## config.mk

```make
export PLATFORM = sky130hd
export DESIGN_NAME = uart_byte_rx
export DESIGN_NICKNAME = d
export VERILOG_FILES = /design/src/rtl/uart_byte_rx.sv
export SDC_FILE = /design/constraint.sdc
export NUM_CORES = 1
export LEC_CHECK = 0
export ABC_AREA = 1
export CAP_MARGIN = 0
export CORE_ASPECT_RATIO = 2
export CORE_MARGIN = 2
export CORE_UTILIZATION = 35
export CTS_BUF_LIST = sky130_fd_sc_hd__clkbuf_8
export CTS_CLUSTER_DIAMETER = 120
export DETAILED_ROUTE_END_ITERATION = 10
export PLACE_DENSITY_LB_ADDON = 0.2
export SETUP_SLACK_MARGIN = 0.1
export SLEW_MARGIN = 5
export SYNTH_ARGS = -nofsm -noshare
export SYNTH_HDL_FRONTEND = slang
export SYNTH_SLANG_ARGS = --single-unit
```

## constraint.sdc

```tcl
create_clock -name Clk -period 3 [get_ports Clk]
set_clock_uncertainty 0.1 [all_clocks]
set_input_delay 0.6 -clock Clk [delete_from_list [all_inputs] [get_ports Clk]]
set_output_delay 0.6 -clock Clk [all_outputs]
set_load 0.02 [all_outputs]
```

## src/rtl/uart_byte_rx.sv

```systemverilog
// uart_byte_rx: 16x-oversampled 8N1 UART receiver (8E1 when UART_RX_PARITY_EN is defined)
module uart_byte_rx #(
  parameter int CLK_FREQ = 100_000_000,
  parameter int BAUD     = 9600,
  parameter int DIV      = CLK_FREQ / (BAUD * 16)
) (
  input  logic       Clk,
  input  logic       Rst,
  input  logic       Rx,
  output logic [7:0] RxData,
  output logic       RxDone,
  output logic       RxBusy,
  output logic       FrameErr
`ifdef UART_RX_PARITY_EN
  ,
  output logic       ParityErr
`endif
);
  localparam int DW = (DIV > 1) ? $clog2(DIV) : 1;
  typedef enum logic [2:0] {
    S_IDLE,
    S_START,
    S_DATA,
`ifdef UART_RX_PARITY_EN
    S_PARITY,
`endif
    S_STOP
  } state_t;
  state_t        r_state;
  logic [1:0]    r_sync;
  logic          r_rx_d;
  logic [DW-1:0] r_div;
  logic [3:0]    r_os;
  logic [2:0]    r_bit;
  logic [1:0]    r_smp;
  logic [7:0]    r_shift;
  logic [7:0]    r_data;
  logic          r_done;
  logic          r_busy;
  logic          r_ferr;
`ifdef UART_RX_PARITY_EN
  logic          r_pbad;
  logic          r_perr;
`endif
  logic w_rx_s;
  logic w_fall;
  logic w_tick;
  logic w_decide;
  logic w_maj;
  assign w_rx_s   = r_sync[1];
  assign w_fall   = r_rx_d & ~w_rx_s;
  assign w_tick   = r_div == DW'(DIV - 1);
  assign w_decide = w_tick && r_os == 4'd9;
  assign w_maj    = (r_smp[0] & r_smp[1]) | (r_smp[0] & w_rx_s) | (r_smp[1] & w_rx_s);
  assign RxData   = r_data;
  assign RxDone   = r_done;
  assign RxBusy   = r_busy;
  assign FrameErr = r_ferr;
`ifdef UART_RX_PARITY_EN
  assign ParityErr = r_perr;
`endif
  // Two-flop synchroniser plus one delayed copy for falling-edge detection; idles high
  always_ff @(posedge Clk) begin
    if (Rst) begin
      r_sync <= 2'b11;
      r_rx_d <= 1'b1;
    end else begin
      r_sync <= {r_sync[0], Rx};
      r_rx_d <= r_sync[1];
    end
  end
  // Oversample divider and sub-bit counter, parked at zero in IDLE so phase tracks the start edge
  always_ff @(posedge Clk) begin
    if (Rst || r_state == S_IDLE) begin
      r_div <= '0;
      r_os  <= 4'd0;
    end else begin
      r_div <= w_tick ? '0 : r_div + DW'(1);
      r_os  <= w_tick ? r_os + 4'd1 : r_os;
    end
  end
  // Capture the first two of the three centre samples; the third is the live value at os=9
  always_ff @(posedge Clk) begin
    if (Rst) begin
      r_smp <= 2'b00;
    end else begin
      r_smp[0] <= (w_tick && r_os == 4'd7) ? w_rx_s : r_smp[0];
      r_smp[1] <= (w_tick && r_os == 4'd8) ? w_rx_s : r_smp[1];
    end
  end
  // Frame FSM: every state acts only on the majority decision, then the next bit's decision is 16 ticks later
  always_ff @(posedge Clk) begin
    if (Rst) begin
      r_state <= S_IDLE;
      r_bit   <= 3'd0;
      r_shift <= 8'h00;
      r_data  <= 8'h00;
      r_done  <= 1'b0;
      r_busy  <= 1'b0;
      r_ferr  <= 1'b0;
`ifdef UART_RX_PARITY_EN
      r_pbad  <= 1'b0;
      r_perr  <= 1'b0;
`endif
    end else begin
      r_done <= 1'b0;
      r_ferr <= 1'b0;
`ifdef UART_RX_PARITY_EN
      r_perr <= 1'b0;
`endif
      case (r_state)
        S_IDLE: begin
          if (w_fall) begin
            r_state <= S_START;
            r_busy  <= 1'b1;
          end
        end
        S_START: begin
          if (w_decide) begin
            r_state <= w_maj ? S_IDLE : S_DATA;
            r_busy  <= ~w_maj;
            r_bit   <= 3'd0;
          end
        end
        S_DATA: begin
          if (w_decide) begin
            r_shift <= {w_maj, r_shift[7:1]};
            r_bit   <= r_bit + 3'd1;
`ifdef UART_RX_PARITY_EN
            r_state <= (r_bit == 3'd7) ? S_PARITY : S_DATA;
`else
            r_state <= (r_bit == 3'd7) ? S_STOP : S_DATA;
`endif
          end
        end
`ifdef UART_RX_PARITY_EN
        S_PARITY: begin
          if (w_decide) begin
            r_pbad  <= ^{r_shift, w_maj};
            r_state <= S_STOP;
          end
        end
`endif
        S_STOP: begin
          if (w_decide) begin
            r_state <= S_IDLE;
            r_busy  <= 1'b0;
            if (!w_maj)
              r_ferr <= 1'b1;
`ifdef UART_RX_PARITY_EN
            else if (r_pbad)
              r_perr <= 1'b1;
`endif
            else begin
              r_data <= r_shift;
              r_done <= 1'b1;
            end
          end
        end
        default: begin
          r_state <= S_IDLE;
          r_busy  <= 1'b0;
        end
      endcase
    end
  end
endmodule

```

==> results of run 1 <==
==> registers in the layout (all words and copies together) (netlist names) <==
| name | flops |
|---|---|
| FrameErr | 1 |
| RxDone | 1 |
| RxData | 8 |
| r_smp | 2 |
| r_sync | 2 |
| r_rx_d | 1 |
| r_state | 2 |
| r_div | 10 |
| r_shift | 8 |
| r_os | 4 |
| r_bit | 3 |
| RxBusy | 1 |
==> placed cells by master (no fill, tap or decap) <==
cell,synthesis,final
sky130_fd_sc_hd__xnor2_1,1,1
sky130_fd_sc_hd__nand3_4,2,2
sky130_fd_sc_hd__clkinv_2,0,1
sky130_fd_sc_hd__dfxtp_1,43,43
sky130_fd_sc_hd__clkbuf_8,0,5
sky130_fd_sc_hd__nand3_1,9,9
sky130_fd_sc_hd__clkinvlp_4,0,2
sky130_fd_sc_hd__nor2_2,1,1
sky130_fd_sc_hd__clkinv_4,1,1
sky130_fd_sc_hd__nor3b_1,1,1
sky130_fd_sc_hd__nor3_1,9,9
sky130_fd_sc_hd__nor2_4,3,3
sky130_fd_sc_hd__o211ai_1,1,1
sky130_fd_sc_hd__or2_2,2,2
sky130_fd_sc_hd__nor4_1,1,1
sky130_fd_sc_hd__a21oi_1,17,17
sky130_fd_sc_hd__o21ai_0,25,25
sky130_fd_sc_hd__nand4_1,5,5
sky130_fd_sc_hd__o21bai_1,1,1
sky130_fd_sc_hd__a31oi_1,2,2
sky130_fd_sc_hd__ha_1,7,7
sky130_fd_sc_hd__a21oi_4,1,1
sky130_fd_sc_hd__nor2_1,46,46
sky130_fd_sc_hd__inv_1,29,29
sky130_fd_sc_hd__nand2_1,32,32
sky130_fd_sc_hd__clkdlybuf4s50_1,0,13
sky130_fd_sc_hd__nand2_2,1,1
==> area by class of cell <==
| type | count | area, sq um | area share [%] |
|---|---|---|---|
| well taps | 58 | 72.6 | 3.39 |
| flip-flops and latches | 43 | 861 | 40.2 |
| multi-input cells | 167 | 872 | 40.7 |
| inverters | 30 | 118 | 5.49 |
| repair buffers | 13 | 130 | 6.07 |
| clock inverters | 3 | 20.0 | 0.935 |
| clock buffers | 5 | 68.8 | 3.21 |
==> cells by family after synthesis <==
family                   after synthesis  synth area share [%]
AO/OA/AOI/OAI                         47                  13.7
adder cells (fa/ha/maj)                7                  4.71
AND/OR/NAND/NOR                      112                  28.1
buffers and inverters                 32                  6.73
flip-flops                            43                  46.3
XOR/XNOR                               1                 0.471
==> worst register-to-register path, delay by kind of cell (launching register included) <==
family | cells | cell delay (ns)
and+or+nand+nor | 6 | 1.10
DFF | 1 | 0.34
adders and majority gates | 1 | 0.15
buffers and inverters | 2 | 0.10
==> metal layers <==
metal  global-route usage, %  routed length [um]  vias to the layer above
met2                    27.9                2200                       16
met1                    12.5                1270                      708
met5                       0                   0                        -
li1                        -                   -                      823
met3                    3.98                 101                        7
met4                    8.71                  97                        0
==> power by group through the flow <==
stage / registers, mW / clock network [mW] / logic (mW)
2_1_floorplan: 0.591 / 0 / 0.0194
3_3_place_gp: 0.591 / 0 / 0.0299
5_1_grt: 0.578 / 0.408 / 0.0341
4_1_cts: 0.577 / 0.388 / 0.0302
3_5_place_dp: 0.591 / 0 / 0.0301
6_report: 0.577 / 0.370 / 0.0296
==> stage by stage <==
step,power [mW],hold slack (ns),worst slack (ns),area (sq um)
6_report,0.977,0.337,1.05,2140
2_1_floorplan,0.610,0.289,1.48,1860
3_3_place_gp,0.621,0.310,0.848,2050
3_5_place_dp,0.621,0.327,0.815,2050
4_1_cts,0.996,0.346,1.04,2140
5_1_grt,1.02,0.363,0.775,2140
==> worst max path at each step <==
stage	startpoint	depth (start not counted)	end
floorplan	r_div[0]	9	r_shift[0]
global placement	Rst	4	r_bit[0]
CTS	RxData[3]	1	RxData[3]
global route	r_div[0]	9	r_shift[4]
finish	RxData[3]	1	RxData[3]
detailed placement	Rst	4	r_shift[5]
==> tab_implementation.tex, run 1 <==
\begin{tabular}{lr}
\hline
Metric & Value \\
\hline
\multicolumn{2}{l}{\textbf{Detailed routing}} \\
\quad Overall via count from detail\_route & 1554 \\
\quad Detailed-route wire length & 3670 um \\
\quad Final antenna-violating net count & 0 \\
\quad Via/cell ratio & 4.87 \\
\quad Router iterations before antenna repair & 6 \\
\quad Detailed Route Iter0 Violations & 27 \\
\quad Per-cell routed wire length & 11.5 um \\
\quad Remaining design rule violation count & 0 \\
\multicolumn{2}{l}{\textbf{Yosys}} \\
\quad Post-synthesis sequential area ratio & 46.3\% \\
\quad Top post-synthesis cells by count & sky130\_fd\_sc\_hd\_\_nor2\_1 (46), sky130\_fd\_sc\_hd\_\_dfxtp\_1 (43), sky130\_fd\_sc\_hd\_\_nand2\_1 (32) \\
\quad Total standard cell area after synthesis & 1860 sq um \\
\quad Synthesized net count & 252 \\
\quad Most instantiated library cell after synthesis & sky130\_fd\_sc\_hd\_\_nor2\_1 \\
\quad Unique masters post-synth & 24 \\
\quad Top cells by area, synth & sky130\_fd\_sc\_hd\_\_dfxtp\_1 (46\%), sky130\_fd\_sc\_hd\_\_nor2\_1 (9.3\%), sky130\_fd\_sc\_hd\_\_o21ai\_0 (6.7\%), sky130\_fd\_sc\_hd\_\_nand2\_1 (6.5\%), sky130\_fd\_sc\_hd\_\_inv\_1 (5.9\%) \\
\quad Largest area contributor in the netlist & sky130\_fd\_sc\_hd\_\_dfxtp\_1 \\
\quad Post-Synthesis Cells & 242 \\
\quad Number of synthesized register bits & 43 \\
\quad Ys flop type & sky130\_fd\_sc\_hd\_\_dfxtp\_1 \\
\quad Number of warnings printed during yosys synthesis & 0 \\
\quad Number of enable flip-flop cells after synthesis & 0 \\
\quad Synth Area per Inst & 7.68 sq um \\
\quad Fraction of synthesis flops using an asynchronous set or reset pin & 0\% \\
\quad Area share of the largest cell type after synthesis & 46.3\% \\
\multicolumn{2}{l}{\textbf{Power and ir drop}} \\
\quad Internal & 747 uW \\
\quad Fraction of power spent switching nets & 23.5\% \\
\quad Pwr Density & 456 nW/um\^{}2 \\
\quad Switching pwr & 230 uW \\
\quad Logic gate share of total power & 3.0\% \\
\quad IR Drop Worst-Case VDD & 371 uV \\
\quad Seq pwr share & 59.1\% \\
\quad LEAKAGE & 0.762 nW \\
\quad Clock power frac & 37.9\% \\
\multicolumn{2}{l}{\textbf{STA}} \\
\quad Max-slew violation count & 0 \\
\quad Maximum clock frequency & 514 MHz \\
\quad Worst-Margin Slew & 0.584 ns \\
\quad Worst slew margin & 61.0\% \\
\quad Hold Violations, Final & 0 \\
\quad Setup tns final & 0 ns \\
\quad Post-route fraction of the period consumed by the critical path & 64.9\% \\
\quad Min Tclk post-route & 1.95 ns \\
\quad RSZ-0062 raised after global routing & false \\
\quad Final setup violation count & 0 \\
\multicolumn{2}{l}{\textbf{Place}} \\
\quad Number of buffer cells added on primary ports & 13 \\
\quad Routability cong. & 0.838 \\
\quad HPWL reported at the end of detailed placement & 2870 um \\
\quad Cell total after placement & 311 \\
\multicolumn{2}{l}{\textbf{Critical path}} \\
\quad Slowest CP cell & sky130\_fd\_sc\_hd\_\_clkdlybuf4s50\_1 \\
\quad Worst Path Buf+Inv & 1 \\
\quad Endpoint arrival time on the critical path & 1.25 ns \\
\quad Family of cells with the greatest summed delay on the critical path & buffers and inverters \\
\quad Crit start category & flip-flop \\
\quad FF-to-FF Start & r\_div[0] \\
\quad Required time of the critical path & 2.30 ns \\
\quad Sort of element at the end of the critical path & primary output \\
\quad Critical-path cell list & clkdlybuf4s50\_1 \\
\quad R2R Path End & r\_shift[4] \\
\quad Worst reg2reg path depth & 9 \\
\quad Worst setup slack for register-to-register paths & 1.10 ns \\
\quad Kind of critical path & flip-flop to primary output \\
\quad Max stage delay on crit path & 0.60 ns \\
\quad Worst-path maximum fanout & 2 \\
\multicolumn{2}{l}{\textbf{Floorplanning}} \\
\quad Core region area & 5140 sq um \\
\quad Vert. Die Dim & 107 um \\
\quad Boundary Pins & 14 \\
\quad Die X-Extent & 55.5 um \\
\quad Full die area & 5940 sq um \\
\quad Site Rows & 37 \\
\quad Starting density of the core & 36.2\% \\
\multicolumn{2}{l}{\textbf{Hold path}} \\
\quad Hold/Removal Path Class & flip-flop to flip-flop \\
\quad Hold path startpoint & r\_sync[0] \\
\quad Hold-critical path endpoint & r\_sync[1] \\
\quad Hold Crit Depth & 1 \\
\multicolumn{2}{l}{\textbf{CTS}} \\
\quad Number of hold buffers added after cts & 0 \\
\quad Post-cts resize count & 0 \\
\quad Clock root cell & sky130\_fd\_sc\_hd\_\_clkbuf\_8 \\
\quad Clock sink count & 43 \\
\quad Clock slew at reported path FFs & 0.09 ns \\
\quad Worst skew pair latency & 0.30 ns \\
\quad Clock Path Buffers & 2 \\
\quad TritonCTS clock tree & yes \\
\quad Level count of the clock H-tree & 2 \\
\quad Number of buffers added for setup after CTS & 0 \\
\quad Cts bufs inserted & 5 \\
\multicolumn{2}{l}{\textbf{Run status}} \\
\quad Run status & finished, final reports clean \\
\multicolumn{2}{l}{\textbf{Final layout}} \\
\quad Final instance count without filler cells & 319 \\
\quad Layout Nets & 270 \\
\quad Antenna diodes & 0 \\
\quad Number of fillers in the final layout & 543 \\
\quad Share of the core filled with cells in the final layout & 41.7\% \\
\quad Layout-stage area growth over the synthesis result & 15.3\% \\
\quad Proportion of layout cells with a drive suffix above 1 & 7.28\% \\
\multicolumn{2}{l}{\textbf{GRT}} \\
\quad GRT Util Overall & 14.4\% \\
\quad Number of antenna violations at the first check in global routing & 0 \\
\quad Vias in the first global route & 1508 \\
\quad Largest net degree at the start of global routing & 25 \\
\quad Total grt overflow & 0 \\
\quad First-pass GRT wire length & 6550 um \\
\multicolumn{2}{l}{\textbf{Job}} \\
\quad \# Max-Cap Violations & 0 \\
\hline
\end{tabular}
Power figures use the tool's default switching activity.
==> run 2, diff against run 1 <==
clock period = 1.6 ns   (was 3 ns; I/O delays follow)
==> tab_implementation.tex, run 2 (same netlist as run 1, synthesis figures left out) <==
\begin{tabular}{lr}
\hline
Metric & Value \\
\hline
\multicolumn{2}{l}{\textbf{Run status}} \\
\quad Run status & finished, final reports clean (unchanged) \\
\multicolumn{2}{l}{\textbf{Final layout}} \\
\quad Share of the core filled with cells in the final layout & 50.5\% (was 41.7\%) \\
\quad Flip-flop count of the largest register, all copies and words added & 10 (unchanged) \\
\quad Final instance count without filler cells & 347 (was 319) \\
\quad Number of fillers in the final layout & 504 (was 543) \\
\quad Layout-stage area growth over the synthesis result & 39.8\% (was 15.3\%) \\
\quad Antenna diodes & 0 (unchanged) \\
\quad Proportion of layout cells with a drive suffix above 1 & 29.1\% (was 7.28\%) \\
\quad Layout Nets & 298 (was 270) \\
\quad Reg area & 870 sq um (was 861 sq um) \\
\quad Most common cell after layout, fill and taps aside & sky130\_fd\_sc\_hd\_\_nor2\_1 (unchanged) \\
\quad Non-Filler Cell Area, Final & 2600 sq um (was 2140 sq um) \\
\quad Reg with most FFs & r\_div (unchanged) \\
\quad Area taken by multi-input logic gates & 1060 sq um (was 872 sq um) \\
\quad Commonest cells after routing, fill and taps aside & sky130\_fd\_sc\_hd\_\_nor2\_1 (43), sky130\_fd\_sc\_hd\_\_dfxtp\_1 (38), sky130\_fd\_sc\_hd\_\_inv\_1 (24), sky130\_fd\_sc\_hd\_\_nand2\_1 (24), sky130\_fd\_sc\_hd\_\_buf\_4 (20) (was sky130\_fd\_sc\_hd\_\_nor2\_1 (46), sky130\_fd\_sc\_hd\_\_dfxtp\_1 (43), sky130\_fd\_sc\_hd\_\_nand2\_1 (32)) \\
\multicolumn{2}{l}{\textbf{Detailed routing}} \\
\quad Overall via count from detail\_route & 1710 (was 1554) \\
\quad Per-cell routed wire length & 13.0 um (was 11.5 um) \\
\quad Detailed Route Iter0 Violations & 28 (was 27) \\
\quad Router iterations before antenna repair & 4 (was 6) \\
\quad Detailed-route wire length & 4500 um (was 3670 um) \\
\quad Final antenna-violating net count & 0 (unchanged) \\
\quad Via/cell ratio & 4.93 (was 4.87) \\
\quad Remaining design rule violation count & 0 (unchanged) \\
\multicolumn{2}{l}{\textbf{GRT}} \\
\quad GRT Util Overall & 16.3\% (was 14.4\%) \\
\quad Total grt overflow & 0 (unchanged) \\
\quad Number of antenna violations at the first check in global routing & 0 (unchanged) \\
\quad Largest net degree at the start of global routing & 25 (unchanged) \\
\quad Vias in the first global route & 1705 (was 1508) \\
\quad First-pass GRT wire length & 7510 um (was 6550 um) \\
\multicolumn{2}{l}{\textbf{Power and ir drop}} \\
\quad IR Drop Worst-Case VDD & 633 uV (was 371 uV) \\
\quad Pwr Density & 829 nW/um\^{}2 (was 456 nW/um\^{}2) \\
\quad LEAKAGE & 1.02 nW (was 0.762 nW) \\
\multicolumn{2}{l}{\textbf{Place}} \\
\quad Cell total after placement & 333 (was 311) \\
\quad HPWL reported at the end of detailed placement & 3270 um (was 2870 um) \\
\quad Post-placement cell area & 2240 sq um (was 2050 sq um) \\
\quad Post-placement setup slack & -0.0712 ns (was 0.815 ns) \\
\quad Routability cong. & 0.818 (was 0.838) \\
\quad Number of buffer cells added on primary ports & 13 (unchanged) \\
\multicolumn{2}{l}{\textbf{Critical path}} \\
\quad Endpoint arrival time on the critical path & 1.65 ns (was 1.25 ns) \\
\quad FF-to-FF Start & r\_div[0] (unchanged) \\
\quad Worst-path maximum fanout & 5 (was 2) \\
\quad Crit start category & flip-flop (unchanged) \\
\quad Required time of the critical path & 1.69 ns (was 2.30 ns) \\
\quad Worst setup path start & r\_div[0] (was RxData[3]) \\
\quad Sort of element at the end of the critical path & flip-flop (was primary output) \\
\quad Kind of critical path & flip-flop to flip-flop (was flip-flop to primary output) \\
\multicolumn{2}{l}{\textbf{Floorplanning}} \\
\quad Starting density of the core & 36.2\% (unchanged) \\
\quad Vert. Die Dim & 107 um (unchanged) \\
\quad Boundary Pins & 14 (unchanged) \\
\quad Core region area & 5140 sq um (unchanged) \\
\quad Full die area & 5940 sq um (unchanged) \\
\quad Site Rows & 37 (unchanged) \\
\quad Die X-Extent & 55.5 um (unchanged) \\
\multicolumn{2}{l}{\textbf{CTS}} \\
\quad Cts bufs inserted & 5 (unchanged) \\
\quad Clock sink count & 43 (unchanged) \\
\quad Number of hold buffers added after cts & 0 (unchanged) \\
\quad TritonCTS clock tree & yes (unchanged) \\
\quad Level count of the clock H-tree & 2 (unchanged) \\
\quad Clock slew at reported path FFs & 0.08 ns (was 0.09 ns) \\
\quad Worst skew pair latency & 0.29 ns (was 0.30 ns) \\
\quad Clock Path Buffers & 2 (unchanged) \\
\quad Clock root cell & sky130\_fd\_sc\_hd\_\_clkbuf\_8 (unchanged) \\
\multicolumn{2}{l}{\textbf{STA}} \\
\quad Worst slew margin & 71.1\% (was 61.0\%) \\
\quad Min Tclk post-route & 1.56 ns \\
\quad Final setup violation count & 0 (unchanged) \\
\quad Maximum clock frequency & 643 MHz \\
\quad Post-route fraction of the period consumed by the critical path & 97.2\% \\
\quad Worst-Margin Slew & 0.428 ns (was 0.584 ns) \\
\quad RSZ-0062 raised after global routing & true (was false) \\
\quad Max-slew violation count & 0 (unchanged) \\
\quad Final critical-path setup slack & 0.0449 ns (was 1.05 ns) \\
\quad Hold Violations, Final & 0 (unchanged) \\
\multicolumn{2}{l}{\textbf{Hold path}} \\
\quad Hold path startpoint & r\_sync[0] (unchanged) \\
\quad Hold/Removal Path Class & flip-flop to flip-flop (unchanged) \\
\multicolumn{2}{l}{\textbf{Job}} \\
\quad \# Max-Cap Violations & 0 (unchanged) \\
\hline
\end{tabular}
[run 2: cell types whose count changed in the layout (fill, tap and decap cells not counted), sizes merged, moves of 2 or more]
| cell | before | now |
|---|---|---|
| buf | 0 | 26 |
| bufinv | 0 | 2 |
| clkdlybuf4s50 | 13 | 2 |
| clkinvlp | 2 | 0 |
| dlygate4sd2 | 0 | 11 |
[run 2: what timing repair did]
action	CTS	global route
setup buffers	3	1
setup endpoints to repair	46	35
resized for setup	50	28
cloned	2	0
endpoints found under the hold margin	0	0
pin swaps	17	19
[run 2: per-stage QoR]
stage	hold WS (ns)	power [mW]	TNS, ns
after floorplan	0.289	1.14	0
after global placement	0.293	1.18	-0.0963
after detailed placement	0.299	1.18	-0.236
after CTS	0.318	2.18	0
after global routing	0.345	2.22	-1.19
final	0.317	2.15	0
[run 2: routing by layer]
layer,global-route usage [%],vias to the layer above,wire (um)
met5,0,-,0
met4,9.41,0,228
met3,2.17,13,85
met2,34.0,26,2680
met1,13.7,789,1500
li1,-,882,-
[run 2: worst paths after layout]
check        slack, ns          to  cells past startpoint
min               0.32   r_sync[1]                      1
max reg2reg       0.04  r_state[0]                     11
max               0.04  r_state[0]                     11
min reg2reg       0.32   r_sync[1]                      1
[run 2: power breakdown]
part / leakage, nW / total [mW] / internal [mW] / switching, mW
clock network: 0.0695 / 0.991 / 0.618 / 0.373
logic: 0.604 / 0.0821 / 0.0360 / 0.0461
registers: 0.349 / 1.08 / 1.08 / 0.00519
[run 2: worst max-delay path, cell delays in order (launching register included)]
cell,delay (ns)
sky130_fd_sc_hd__dfxtp_2,0.33
sky130_fd_sc_hd__inv_2,0.06
sky130_fd_sc_hd__ha_4,0.14
sky130_fd_sc_hd__inv_2,0.03
sky130_fd_sc_hd__nor2_1,0.09
sky130_fd_sc_hd__nand2_1,0.08
sky130_fd_sc_hd__nor2_1,0.09
sky130_fd_sc_hd__nand4_1,0.21
sky130_fd_sc_hd__nand2_2,0.17
sky130_fd_sc_hd__nand3_2,0.06
sky130_fd_sc_hd__nand2_1,0.07
sky130_fd_sc_hd__nor2_1,0.04
[run 2: layout make-up]
class	count	share of cell area (%)
repair buffers	39	13.2
clock buffers	5	2.65
clock inverters	3	2.46
multi-input cells	169	40.8
inverters	30	4.62
flip-flops and latches	43	33.5
well taps	58	2.79
==> run 3, diff against run 2 <==
CORE_ASPECT_RATIO = 0.6   (was 2)
==> tab_implementation.tex, run 3 (same netlist as run 1, synthesis figures left out) <==
\begin{tabular}{lr}
\hline
Metric & Value \\
\hline
\multicolumn{2}{l}{\textbf{Run status}} \\
\quad Run status & finished, final reports clean (unchanged) \\
\multicolumn{2}{l}{\textbf{Final layout}} \\
\quad Reg with most FFs & r\_div (unchanged) \\
\quad Flip-flop count of the largest register, all copies and words added & 10 (unchanged) \\
\quad Antenna diodes & 0 (unchanged) \\
\quad Layout-stage area growth over the synthesis result & 42.6\% (was 39.8\%) \\
\quad Proportion of layout cells with a drive suffix above 1 & 34.8\% (was 29.1\%) \\
\quad Layout Nets & 302 (was 298) \\
\quad Most common cell after layout, fill and taps aside & sky130\_fd\_sc\_hd\_\_nor2\_1 (unchanged) \\
\quad Non-Filler Cell Area, Final & 2650 sq um (was 2600 sq um) \\
\quad Number of fillers in the final layout & 484 (was 504) \\
\quad Commonest cells after routing, fill and taps aside & sky130\_fd\_sc\_hd\_\_nor2\_1 (43), sky130\_fd\_sc\_hd\_\_dfxtp\_1 (37), sky130\_fd\_sc\_hd\_\_buf\_4 (26) (was sky130\_fd\_sc\_hd\_\_nor2\_1 (43), sky130\_fd\_sc\_hd\_\_dfxtp\_1 (38), sky130\_fd\_sc\_hd\_\_inv\_1 (24), sky130\_fd\_sc\_hd\_\_nand2\_1 (24), sky130\_fd\_sc\_hd\_\_buf\_4 (20)) \\
\multicolumn{2}{l}{\textbf{GRT}} \\
\quad Largest net degree at the start of global routing & 15 (was 25) \\
\quad Total grt overflow & 0 (unchanged) \\
\quad Number of antenna violations at the first check in global routing & 0 (unchanged) \\
\quad GRT Util Overall & 15.1\% (was 16.3\%) \\
\quad Vias in the first global route & 1472 (was 1705) \\
\quad First-pass GRT wire length & 6980 um (was 7510 um) \\
\multicolumn{2}{l}{\textbf{Hold path}} \\
\quad Hold path startpoint & r\_sync[0] (unchanged) \\
\quad Hold/Removal Path Class & flip-flop to flip-flop (unchanged) \\
\quad Hold-critical path endpoint & r\_sync[1] (unchanged) \\
\quad Hold Crit Depth & 1 (unchanged) \\
\multicolumn{2}{l}{\textbf{Floorplanning}} \\
\quad Starting density of the core & 36.6\% (was 36.2\%) \\
\quad Die X-Extent & 98.1 um (was 55.5 um) \\
\quad Vert. Die Dim & 60.4 um (was 107 um) \\
\quad Core region area & 5080 sq um (was 5140 sq um) \\
\quad Site Rows & 20 (was 37) \\
\quad Boundary Pins & 14 (unchanged) \\
\quad Full die area & 5930 sq um (was 5940 sq um) \\
\multicolumn{2}{l}{\textbf{STA}} \\
\quad Final setup violation count & 0 (unchanged) \\
\quad Worst-Margin Slew & 0.386 ns (was 0.428 ns) \\
\quad Setup tns final & 0 ns (unchanged) \\
\quad RSZ-0062 raised after global routing & true (unchanged) \\
\quad Min Tclk post-route & 1.59 ns (was 1.56 ns) \\
\quad Maximum clock frequency & 630 MHz (was 643 MHz) \\
\quad Worst slew margin & 74.2\% (was 71.1\%) \\
\quad Hold Violations, Final & 0 (unchanged) \\
\quad Post-route fraction of the period consumed by the critical path & 99.2\% (was 97.2\%) \\
\quad Max-slew violation count & 0 (unchanged) \\
\multicolumn{2}{l}{\textbf{Detailed routing}} \\
\quad Final antenna-violating net count & 0 (unchanged) \\
\quad Detailed Route Iter0 Violations & 105 (was 28) \\
\quad Per-cell routed wire length & 12.5 um (was 13.0 um) \\
\quad Router iterations before antenna repair & 4 (unchanged) \\
\quad Via/cell ratio & 4.70 (was 4.93) \\
\quad Overall via count from detail\_route & 1689 (was 1710) \\
\quad Remaining design rule violation count & 0 (unchanged) \\
\quad Detailed-route wire length & 4470 um (was 4500 um) \\
\multicolumn{2}{l}{\textbf{Place}} \\
\quad Routability cong. & 0.779 (was 0.818) \\
\quad Number of buffer cells added on primary ports & 13 (unchanged) \\
\quad Post-placement cell area & 2250 sq um (was 2240 sq um) \\
\quad HPWL reported at the end of detailed placement & 3060 um (was 3270 um) \\
\multicolumn{2}{l}{\textbf{CTS}} \\
\quad Number of hold buffers added after cts & 0 (unchanged) \\
\quad Worst skew pair latency & 0.30 ns (was 0.29 ns) \\
\quad Clock Path Buffers & 2 (unchanged) \\
\quad Cts bufs inserted & 5 (unchanged) \\
\quad Clock slew at reported path FFs & 0.08 ns (about the same) \\
\quad Level count of the clock H-tree & 2 (unchanged) \\
\quad Clock sink count & 43 (unchanged) \\
\quad Clock root cell & sky130\_fd\_sc\_hd\_\_clkbuf\_8 (unchanged) \\
\quad TritonCTS clock tree & yes (unchanged) \\
\multicolumn{2}{l}{\textbf{Critical path}} \\
\quad Required time of the critical path & 1.69 ns (about the same) \\
\quad Sort of element at the end of the critical path & flip-flop (unchanged) \\
\quad R2R Path End & r\_bit[2] (was r\_state[0]) \\
\quad Family of cells with the greatest summed delay on the critical path & simple AND/OR/NAND/NOR gates (unchanged) \\
\quad Worst reg2reg path depth & 9 (was 11) \\
\quad Worst setup slack for register-to-register paths & 0.01 ns (was 0.04 ns) \\
\quad Worst-path maximum fanout & 4 (was 5) \\
\quad Max stage delay on crit path & 0.33 ns (about the same) \\
\quad Kind of critical path & flip-flop to flip-flop (unchanged) \\
\quad Endpoint arrival time on the critical path & 1.68 ns (was 1.65 ns) \\
\quad CP most frequent cell & sky130\_fd\_sc\_hd\_\_buf\_4 (was sky130\_fd\_sc\_hd\_\_nor2\_1) \\
\quad FF-to-FF Start & r\_os[1] (was r\_div[0]) \\
\quad Crit start category & flip-flop (unchanged) \\
\quad Slowest CP cell & sky130\_fd\_sc\_hd\_\_dfxtp\_2 (unchanged) \\
\quad Critical-path cell list & inv\_2 -> ha\_4 -> nand3\_4 -> buf\_4 -> nor2\_4 -> buf\_4 -> o21ai\_2 -> nand2\_1 -> a21oi\_2 (was inv\_2 -> ha\_4 -> inv\_2 -> nor2\_1 -> nand2\_1 -> nor2\_1 -> nand4\_1 -> nand2\_2 -> nand3\_2 -> nand2\_1 -> nor2\_1) \\
\quad Worst Path Buf+Inv & 3 (was 2) \\
\multicolumn{2}{l}{\textbf{Job}} \\
\quad \# Max-Cap Violations & 0 (unchanged) \\
\multicolumn{2}{l}{\textbf{Power and ir drop}} \\
\quad Pwr Density & 692 nW/um\^{}2 (was 829 nW/um\^{}2) \\
\quad IR Drop Worst-Case VDD & 372 uV (was 633 uV) \\
\quad Overall power & 1.83 mW (was 2.15 mW) \\
\quad LEAKAGE & 1.04 nW (was 1.02 nW) \\
\hline
\end{tabular}
run 3: cell count changes in the layout (fill, tap and decap cells not counted), sizes merged:
cell	delta
buf	+4
bufinv	-2
clkinv	+1
clkinvlp	+1
run 3: layout make-up:
class / instances / area, sq um / area share [%]
flip-flops and latches: 43 / 868 / 32.8
multi-input cells: 169 / 1140 / 42.9
clock buffers: 5 / 68.8 / 2.60
inverters: 30 / 120 / 4.53
well taps: 66 / 82.6 / 3.12
repair buffers: 43 / 357 / 13.5
clock inverters: 3 / 16.3 / 0.614
run 3: worst max path at each step:
stage	depth (start not counted)	start	end
6_report	9	r_os[1]	r_bit[2]
5_1_grt	10	r_div[0]	FrameErr
4_1_cts	10	r_div[0]	r_smp[0]
3_5_place_dp	8	r_os[1]	r_shift[6]
3_3_place_gp	9	r_div[0]	r_bit[0]
2_1_floorplan	9	r_div[0]	r_shift[1]
run 3: layer usage:
layer	part of all wire (%)	GRT usage, %	vias up
li1	-	-	897
met1	55	22.7	759
met2	39	20.1	29
met4	0.67	4.37	0
met3	4.6	5.41	4
met5	0	0	-
run 3: what timing repair did:
item / in CTS / in global routing
buffers inserted: 2 / 4
gates resized for setup: 38 / 61
cloned: 2 / 0
endpoints found under the setup margin: 39 / 37
pin swaps: 10 / 23
run 3: power by group:
| group | total, mW | switching, mW | internal, mW |
|---|---|---|---|
| sequential | 1.08 | 0.00491 | 1.08 |
| clock | 0.672 | 0.373 | 0.299 |
| combinational | 0.0802 | 0.0459 | 0.0343 |
| total | 1.83 | 0.424 | 1.41 |
run 3: per-stage QoR:
stage / utilization, % / std cells / setup WS, ns / hold WS (ns)
floorplan: - / 242 / 0.105 / 0.289
global placement: 44.3 / 343 / -0.0293 / 0.293
detailed placement: 44.3 / 343 / -0.0147 / 0.300
CTS: 47.2 / 355 / 0.0282 / 0.321
global route: 52.2 / 359 / -0.162 / 0.340
finish: 52.2 / 359 / 0.0124 / 0.315
run 3: worst reg2reg max path, stage by stage (launching register included):
cell and delay [ns]:
sky130_fd_sc_hd__dfxtp_2 0.33, sky130_fd_sc_hd__inv_2 0.07, sky130_fd_sc_hd__ha_4 0.14, sky130_fd_sc_hd__nand3_4 0.08, sky130_fd_sc_hd__buf_4 0.16, sky130_fd_sc_hd__nor2_4 0.22, sky130_fd_sc_hd__buf_4 0.16, sky130_fd_sc_hd__o21ai_2 0.07
sky130_fd_sc_hd__nand2_1 0.10, sky130_fd_sc_hd__a21oi_2 0.05
